## src/rtl/comparator_sequencer_pkg.sv

```systemverilog
// Shared definitions for the StrongARM comparator sequencer.
// Latency: n/a (types and constants only).
// Backpressure: n/a.
package comparator_sequencer_pkg;

   // Sequencer states: idle, precharge, evaluate, result held for consumer
   typedef enum logic [1:0] {
      ST_IDLE = 2'd0,
      ST_PRE  = 2'd1,
      ST_EVAL = 2'd2,
      ST_DONE = 2'd3
   } state_e;

   // Default timing and voting parameters
   localparam int DEF_RESET_CYCLES = 2;
   localparam int DEF_EVAL_CYCLES  = 4;
   localparam int DEF_VOTES        = 3;
   localparam int DEF_MAX_INVALID  = 4;

   // Synchronised {outp,outn} decision encodings; anything else is unresolved
   localparam logic [1:0] VALID_ONE  = 2'b10;
   localparam logic [1:0] VALID_ZERO = 2'b01;

endpackage

```

## src/rtl/cmp_sync2.sv

```systemverilog
// Two-flop synchroniser for the comparator's differential outputs.
// Latency: 2 cycles from a settled input to sync_dat.
// Backpressure: none; samples every cycle, cleared asynchronously by RST.
module cmp_sync2 (
   input  logic       CLK,
   input  logic       RST,
   input  logic [1:0] async_dat,
   output logic [1:0] sync_dat
);

   logic [1:0] meta_q, meta_d;
   logic [1:0] sync_q, sync_d;

   // Shift the asynchronous pair through two stages
   always_comb begin
      meta_d = async_dat;
      sync_d = meta_q;
   end

   // Synchroniser flops, cleared so a stale decision cannot leak past reset
   always_ff @(posedge CLK or posedge RST) begin
      if (RST) begin
         meta_q <= 2'b00;
         sync_q <= 2'b00;
      end else begin
         meta_q <= meta_d;
         sync_q <= sync_d;
      end
   end

   assign sync_dat = sync_q;

endmodule

```

## src/rtl/comparator_sequencer.sv

```systemverilog
// Precharge/evaluate sequencer with invalid-sample rejection and majority vote.
// Latency: VOTES*(RESET_CYCLES+EVAL_CYCLES)+1 cycles from start, +1 window per invalid sample.
// Backpressure: result registers hold while dout_ready=0; start is ignored outside IDLE.
module comparator_sequencer
   import comparator_sequencer_pkg::*;
#(
   parameter int RESET_CYCLES = DEF_RESET_CYCLES,
   parameter int EVAL_CYCLES  = DEF_EVAL_CYCLES,
   parameter int VOTES        = DEF_VOTES,
   parameter int MAX_INVALID  = DEF_MAX_INVALID
) (
   input  logic                       CLK,
   input  logic                       RST,
   input  logic                       start,
   output logic                       busy,
   output logic                       cmp_clk,
   input  logic                       cmp_outp,
   input  logic                       cmp_outn,
   output logic                       dout_valid,
   input  logic                       dout_ready,
   output logic                       dout_bit,
   output logic [$clog2(VOTES+1)-1:0] dout_ones,
   output logic                       dout_err
);

   localparam int VW     = $clog2(VOTES + 1);
   localparam int IW     = $clog2(MAX_INVALID + 1);
   localparam int PH_MAX = (RESET_CYCLES > EVAL_CYCLES) ? RESET_CYCLES : EVAL_CYCLES;
   localparam int PW     = (PH_MAX > 1) ? $clog2(PH_MAX) : 1;

   localparam logic [PW-1:0] PRE_LAST  = PW'(RESET_CYCLES - 1);
   localparam logic [PW-1:0] EVAL_LAST = PW'(EVAL_CYCLES - 1);
   localparam logic [VW-1:0] VOTES_N   = VW'(VOTES);
   localparam logic [VW-1:0] HALF      = VW'(VOTES / 2);
   localparam logic [IW-1:0] INV_LIMIT = IW'(MAX_INVALID);

   state_e          state_q, state_d;
   logic [PW-1:0]   phase_q, phase_d;
   logic [VW-1:0]   votes_q, votes_d;
   logic [VW-1:0]   ones_q, ones_d;
   logic [IW-1:0]   inv_q, inv_d;
   logic            cmp_clk_q, cmp_clk_d;
   logic            dout_valid_q, dout_valid_d;
   logic            dout_bit_q, dout_bit_d;
   logic [VW-1:0]   dout_ones_q, dout_ones_d;
   logic            dout_err_q, dout_err_d;
   logic [1:0]      sync_dat;

   cmp_sync2 u_sync (
      .CLK       (CLK),
      .RST       (RST),
      .async_dat ({cmp_outp, cmp_outn}),
      .sync_dat  (sync_dat)
   );

   // Next-state, tally and result computation; outputs registered from next state
   always_comb begin
      state_d     = state_q;
      phase_d     = phase_q;
      votes_d     = votes_q;
      ones_d      = ones_q;
      inv_d       = inv_q;
      dout_bit_d  = dout_bit_q;
      dout_ones_d = dout_ones_q;
      dout_err_d  = dout_err_q;

      case (state_q)
         ST_IDLE: begin
            if (start) begin
               state_d = ST_PRE;
               phase_d = '0;
               votes_d = '0;
               ones_d  = '0;
               inv_d   = '0;
            end
         end

         ST_PRE: begin
            if (phase_q == PRE_LAST) begin
               state_d = ST_EVAL;
               phase_d = '0;
            end else begin
               phase_d = phase_q + 1'b1;
            end
         end

         ST_EVAL: begin
            if (phase_q == EVAL_LAST) begin
               phase_d = '0;
               // The synchroniser output has settled by the last evaluate cycle
               case (sync_dat)
                  VALID_ONE: begin
                     votes_d = votes_q + 1'b1;
                     ones_d  = ones_q + 1'b1;
                  end
                  VALID_ZERO: votes_d = votes_q + 1'b1;
                  default:    inv_d   = inv_q + 1'b1;
               endcase

               if (inv_d == INV_LIMIT) begin
                  state_d     = ST_DONE;
                  dout_err_d  = 1'b1;
                  dout_bit_d  = 1'b0;
                  dout_ones_d = ones_d;
               end else if (votes_d == VOTES_N) begin
                  state_d     = ST_DONE;
                  dout_err_d  = 1'b0;
                  dout_bit_d  = (ones_d > HALF);
                  dout_ones_d = ones_d;
               end else begin
                  state_d = ST_PRE;
               end
            end else begin
               phase_d = phase_q + 1'b1;
            end
         end

         ST_DONE: begin
            // Result is consumed; clear it so IDLE presents all-zero outputs
            if (dout_ready) begin
               state_d     = ST_IDLE;
               dout_bit_d  = 1'b0;
               dout_ones_d = '0;
               dout_err_d  = 1'b0;
            end
         end

         default: state_d = ST_IDLE;
      endcase

      cmp_clk_d    = (state_d == ST_EVAL);
      dout_valid_d = (state_d == ST_DONE);
   end

   // State, counters and output registers; reset also forces the comparator into precharge
   always_ff @(posedge CLK or posedge RST) begin
      if (RST) begin
         state_q      <= ST_IDLE;
         phase_q      <= '0;
         votes_q      <= '0;
         ones_q       <= '0;
         inv_q        <= '0;
         cmp_clk_q    <= 1'b0;
         dout_valid_q <= 1'b0;
         dout_bit_q   <= 1'b0;
         dout_ones_q  <= '0;
         dout_err_q   <= 1'b0;
      end else begin
         state_q      <= state_d;
         phase_q      <= phase_d;
         votes_q      <= votes_d;
         ones_q       <= ones_d;
         inv_q        <= inv_d;
         cmp_clk_q    <= cmp_clk_d;
         dout_valid_q <= dout_valid_d;
         dout_bit_q   <= dout_bit_d;
         dout_ones_q  <= dout_ones_d;
         dout_err_q   <= dout_err_d;
      end
   end

   assign busy       = (state_q != ST_IDLE);
   assign cmp_clk    = cmp_clk_q;
   assign dout_valid = dout_valid_q;
   assign dout_bit   = dout_bit_q;
   assign dout_ones  = dout_ones_q;
   assign dout_err   = dout_err_q;

endmodule
```

## config.mk

```make
export PLATFORM = sky130hd
export DESIGN_NAME = comparator_sequencer
export DESIGN_NICKNAME = d
export VERILOG_FILES = /design/src/rtl/comparator_sequencer_pkg.sv /design/src/rtl/cmp_sync2.sv /design/src/rtl/comparator_sequencer.sv
export SDC_FILE = /design/constraint.sdc
export NUM_CORES = 1
export LEC_CHECK = 0
export ABC_AREA = 1
export BUFFER_PORTS_ARGS = -buffer_cell sky130_fd_sc_hd__buf_2
export CELL_PAD_IN_SITES_DETAIL_PLACEMENT = 2
export CELL_PAD_IN_SITES_GLOBAL_PLACEMENT = 2
export CORE_ASPECT_RATIO = 2
export CORE_UTILIZATION = 36
export DETAILED_ROUTE_END_ITERATION = 12
export GPL_TIMING_DRIVEN = 0
export PLACE_DENSITY = 0.81
export SKIP_CTS_REPAIR_TIMING = 1
export SYNTH_ARGS = -nofsm -noshare
export SYNTH_HDL_FRONTEND = slang
export SYNTH_SLANG_ARGS = --single-unit
```

## constraint.sdc

```tcl
create_clock -name CLK -period 3.4 [get_ports CLK]
set_clock_uncertainty 0.05 [all_clocks]
set_input_delay 0.34 -clock CLK [delete_from_list [all_inputs] [get_ports CLK]]
set_output_delay 0.34 -clock CLK [all_outputs]
set_load 0.01 [all_outputs]
```

==> impl_metrics.sql <==
INSERT INTO impl_metrics (metric_group, metric, value, unit) VALUES
('power_and_ir_drop', 'worst_ir_drop_on_vdd', '0.343', 'mV'),
('final_layout', 'antenna-diode-count', '0', ''),
('yosys', 'number_of_different_library_cells_in_the_post_synthesis_netlist', '22', ''),
('power_and_ir_drop', 'intPower', '0.483', 'mW'),
('setup_path', 'critPathArrivalTime', '2.10', 'ns'),
('floorplanning', 'start_util', '0.382', ''),
('timing', 'final_hold_viol_count', '0', ''),
('power_and_ir_drop', 'clk_network_pwr_share', '0.205', ''),
('clock_tree', 'ctsLongestPathBuffers', '2', ''),
('clock_tree', 'clock_slew_at_the_register_clock_pins_of_the_worst_setup_and_hold_paths', '0.08', 'ns'),
('floorplanning', 'core_area', '2980', 'sq um'),
('timing', 'tns', '0', 'ns'),
('placed_design', 'numPortBuffers', '12', ''),
('floorplanning', 'dieArea', '3410', 'sq um'),
('yosys', 'syn-num-nets', '152', ''),
('timing', 'total_count_of_max_transition_violations_in_the_final_report', '0', ''),
('timing', 'grt_setup_unrepaired', 'false', ''),
('timing', 'post-route-period-util', '0.573', ''),
('final_layout', 'nFillCells', '336', ''),
('power_and_ir_drop', 'power_leakage', '0.686', 'nW'),
('clock_tree', 'htree_levels', '1', ''),
('routing', 'drt_first_pass_iters', '4', ''),
('floorplanning', 'fp-row-count', '28', ''),
('setup_path', 'worstSetupStartpointType', 'register', ''),
('timing', 'max_freq', '513', 'MHz'),
('global_route', 'vias_in_the_first_global_route', '1061', ''),
('power_and_ir_drop', 'p_switching', '0.344', 'mW'),
('clock_tree', 'tritoncts', 'done', ''),
('final_layout', 'post_route_cells_drive_above_1_share', '0.152', ''),
('setup_path', 'r2r_cells', '9', ''),
('clock_tree', 'clock_sinks', '21', ''),
('timing', 'max_slew_margin', '0.440', ''),
('final_layout', 'final_common_cell', 'sky130_fd_sc_hd__nand2_1', ''),
('power_and_ir_drop', 'powerDensity', '646', 'nW/um^2'),
('status', 'result_of_the_run', 'complete, no violations', ''),
('power_and_ir_drop', 'share_seq_of_total_power', '0.381', ''),
('setup_path', 'crit_required', '3.55', 'ns'),
('final_layout', 'syn_to_final_growth', '12.5', '%'),
('setup_path', 'path_common_cell', 'sky130_fd_sc_hd__nand2_1', ''),
('min_path', 'holdCritPathClass', 'in2reg', ''),
('floorplanning', 'io-pin-count', '13', ''),
('run', 'max_cap_violations', '0', ''),
('setup_path', 'largest_fanout_on_the_critical_path', '7', ''),
('setup_path', 'timing.critical_path.from', 'state_q[0]', ''),
('final_layout', 'layout.cells.non_filler', '181', ''),
('clock_tree', 'clock_latency_reported_for_the_late_side_of_the_worst_skew_pair', '0.27', 'ns'),
('yosys', 'synth-seq-area-share', '0.462', ''),
('power_and_ir_drop', 'p_sw_frac', '0.416', ''),
('routing', 'avgRoutedWirePerCell', '16.4', 'microns'),
('setup_path', 'timing.rr.end', 'cmp_clk', ''),
('clock_tree', 'numCtsBuffers', '3', ''),
('yosys', 'flip_flop_and_latch_count_after_synthesis', '21', ''),
('global_route', 'grt_pass1_wl', '4840', 'microns'),
('setup_path', 'timing.setup.critical_path_class', 'reg2reg', ''),
('placed_design', 'placed_cells_incl_taps', '177', ''),
('floorplanning', 'die_width', '41.8', 'microns'),
('placed_design', 'dp.final_hpwl', '2380', 'microns'),
('yosys', 'syn_inst', '135', ''),
('setup_path', 'worst_r2r_startpoint', 'state_q[0]', ''),
('yosys', 'post_synth.cell_area_avg', '8.43', 'sq um'),
('global_route', 'grt_start_max_net_pins', '22', ''),
('placed_design', 'globalplace.congestion', '0.762', ''),
('setup_path', 'cp_slowest_stage_delay', '0.44', 'ns'),
('min_path', 'timing.hold.worst_path_depth', '1', ''),
('yosys', 'synth_area', '1140', 'sq um'),
('routing', 'drc_errors', '0', ''),
('global_route', 'global_route_total_usage_across_every_layer', '0.196', ''),
('yosys', 'ys_top_cells_by_area', 'sky130_fd_sc_hd__dfrtp_1 (46%), sky130_fd_sc_hd__ha_1 (12%), sky130_fd_sc_hd__nand2_1 (9.6%), sky130_fd_sc_hd__inv_1 (7.6%), sky130_fd_sc_hd__o21ai_0 (4.0%)', ''),
('floorplanning', 'die_h', '81.5', 'microns'),
('routing', 'finalWirelength', '2960', 'microns'),
('setup_path', 'setup_crit_end', 'cmp_clk', '');
[flip-flops by register name (all words and copies together), names as in the netlist]
signal and cells:
cmp_clk 1, dout_bit 1, dout_err 1, dout_ones 2
dout_valid 1, inv_q 3, ones_q 2, phase_q 2
state_q 2, u_sync.meta_q 2, u_sync.sync_dat 2, votes_q 2
[cells by family (layout without fill, tap and decap cells)]
kind of cell,count (synthesis),in the layout,synth area share
AO/OA/AOI/OAI,25,25,0.123
XOR/XNOR,2,2,0.0154
adder cells (fa/ha/maj),11,11,0.121
buffers and inverters,25,41,0.0824
flip-flops,21,21,0.462
AND/OR/NAND/NOR,51,51,0.197
[worst min-delay path by stage]
stage / slack [ns] / from / to
after floorplan: 0.27 / RST / cmp_clk
after global placement: 0.28 / u_sync.meta_q[0] / u_sync.sync_dat[0]
after detailed placement: 0.30 / u_sync.meta_q[1] / u_sync.sync_dat[1]
after CTS: 0.13 / cmp_outn / u_sync.meta_q[0]
after global routing: 0.12 / cmp_outn / u_sync.meta_q[0]
final: 0.13 / cmp_outn / u_sync.meta_q[0]
[layout make-up]
class	instances	area, sq um	area share
repair buffers	12	60.1	0.0469
multi-input cells	89	519	0.405
inverters	25	93.8	0.0732
clock buffers	4	45.0	0.0352
flip-flops and latches	21	526	0.410
well taps	30	37.5	0.0293
[critical path, delay by kind of cell (launching register included)]
kind                     cells  cell delay [ns]
AO/OA/AOI/OAI                1             0.06
adder cells (fa/ha/maj)      1             0.38
buffers and inverters        2             0.29
flip-flops                   1             0.44
AND/OR/NAND/NOR              5             0.66
[cell usage after synthesis]
cell type                 number
sky130_fd_sc_hd__inv_1        23
sky130_fd_sc_hd__dfrtp_1      21
sky130_fd_sc_hd__o31ai_1       1
sky130_fd_sc_hd__o32ai_1       1
sky130_fd_sc_hd__nor2_2        1
sky130_fd_sc_hd__nand4_1       1
sky130_fd_sc_hd__xor2_1        1
sky130_fd_sc_hd__nand3_1       8
sky130_fd_sc_hd__ha_1         11
sky130_fd_sc_hd__o21ai_1       3
sky130_fd_sc_hd__xnor2_1       1
sky130_fd_sc_hd__o21ai_0       9
sky130_fd_sc_hd__a21oi_1       6
sky130_fd_sc_hd__o21ai_2       1
sky130_fd_sc_hd__or2_4         1
sky130_fd_sc_hd__inv_2         2
sky130_fd_sc_hd__nand2_4       1
sky130_fd_sc_hd__nand2_2       1
sky130_fd_sc_hd__nor2_1        8
sky130_fd_sc_hd__or2_2         1
sky130_fd_sc_hd__nand2_1      29
sky130_fd_sc_hd__o22ai_1       4
[power by group through the flow]
stage / Sequential (mW) / Combinational [mW] / Clock, mW
5_1_grt: 0.319 / 0.386 / 0.182
3_5_place_dp: 0.321 / 0.344 / 0
4_1_cts: 0.316 / 0.350 / 0.173
2_1_floorplan: 0.324 / 0.228 / 0
3_3_place_gp: 0.318 / 0.324 / 0
6_report: 0.315 / 0.343 / 0.170
[through the flow]
step / utilization / setup WS (ns) / hold WS [ns] / instance area (sq um)
2_1_floorplan: - / 1.82 / 0.267 / 1140
3_3_place_gp: 0.415 / 1.58 / 0.282 / 1240
3_5_place_dp: 0.415 / 1.48 / 0.296 / 1240
4_1_cts: 0.430 / 1.43 / 0.125 / 1280
5_1_grt: 0.430 / 1.31 / 0.121 / 1280
6_report: 0.430 / 1.45 / 0.129 / 1280
[per-layer routing]
layer,track usage,vias to the layer above,wire [microns]
met3,0.0198,5,35
met1,0.177,464,1040
met5,0,-,0
li1,-,463,-
met2,0.408,7,1820
met4,0.0968,0,63
(Power assumes the default switching activity.)
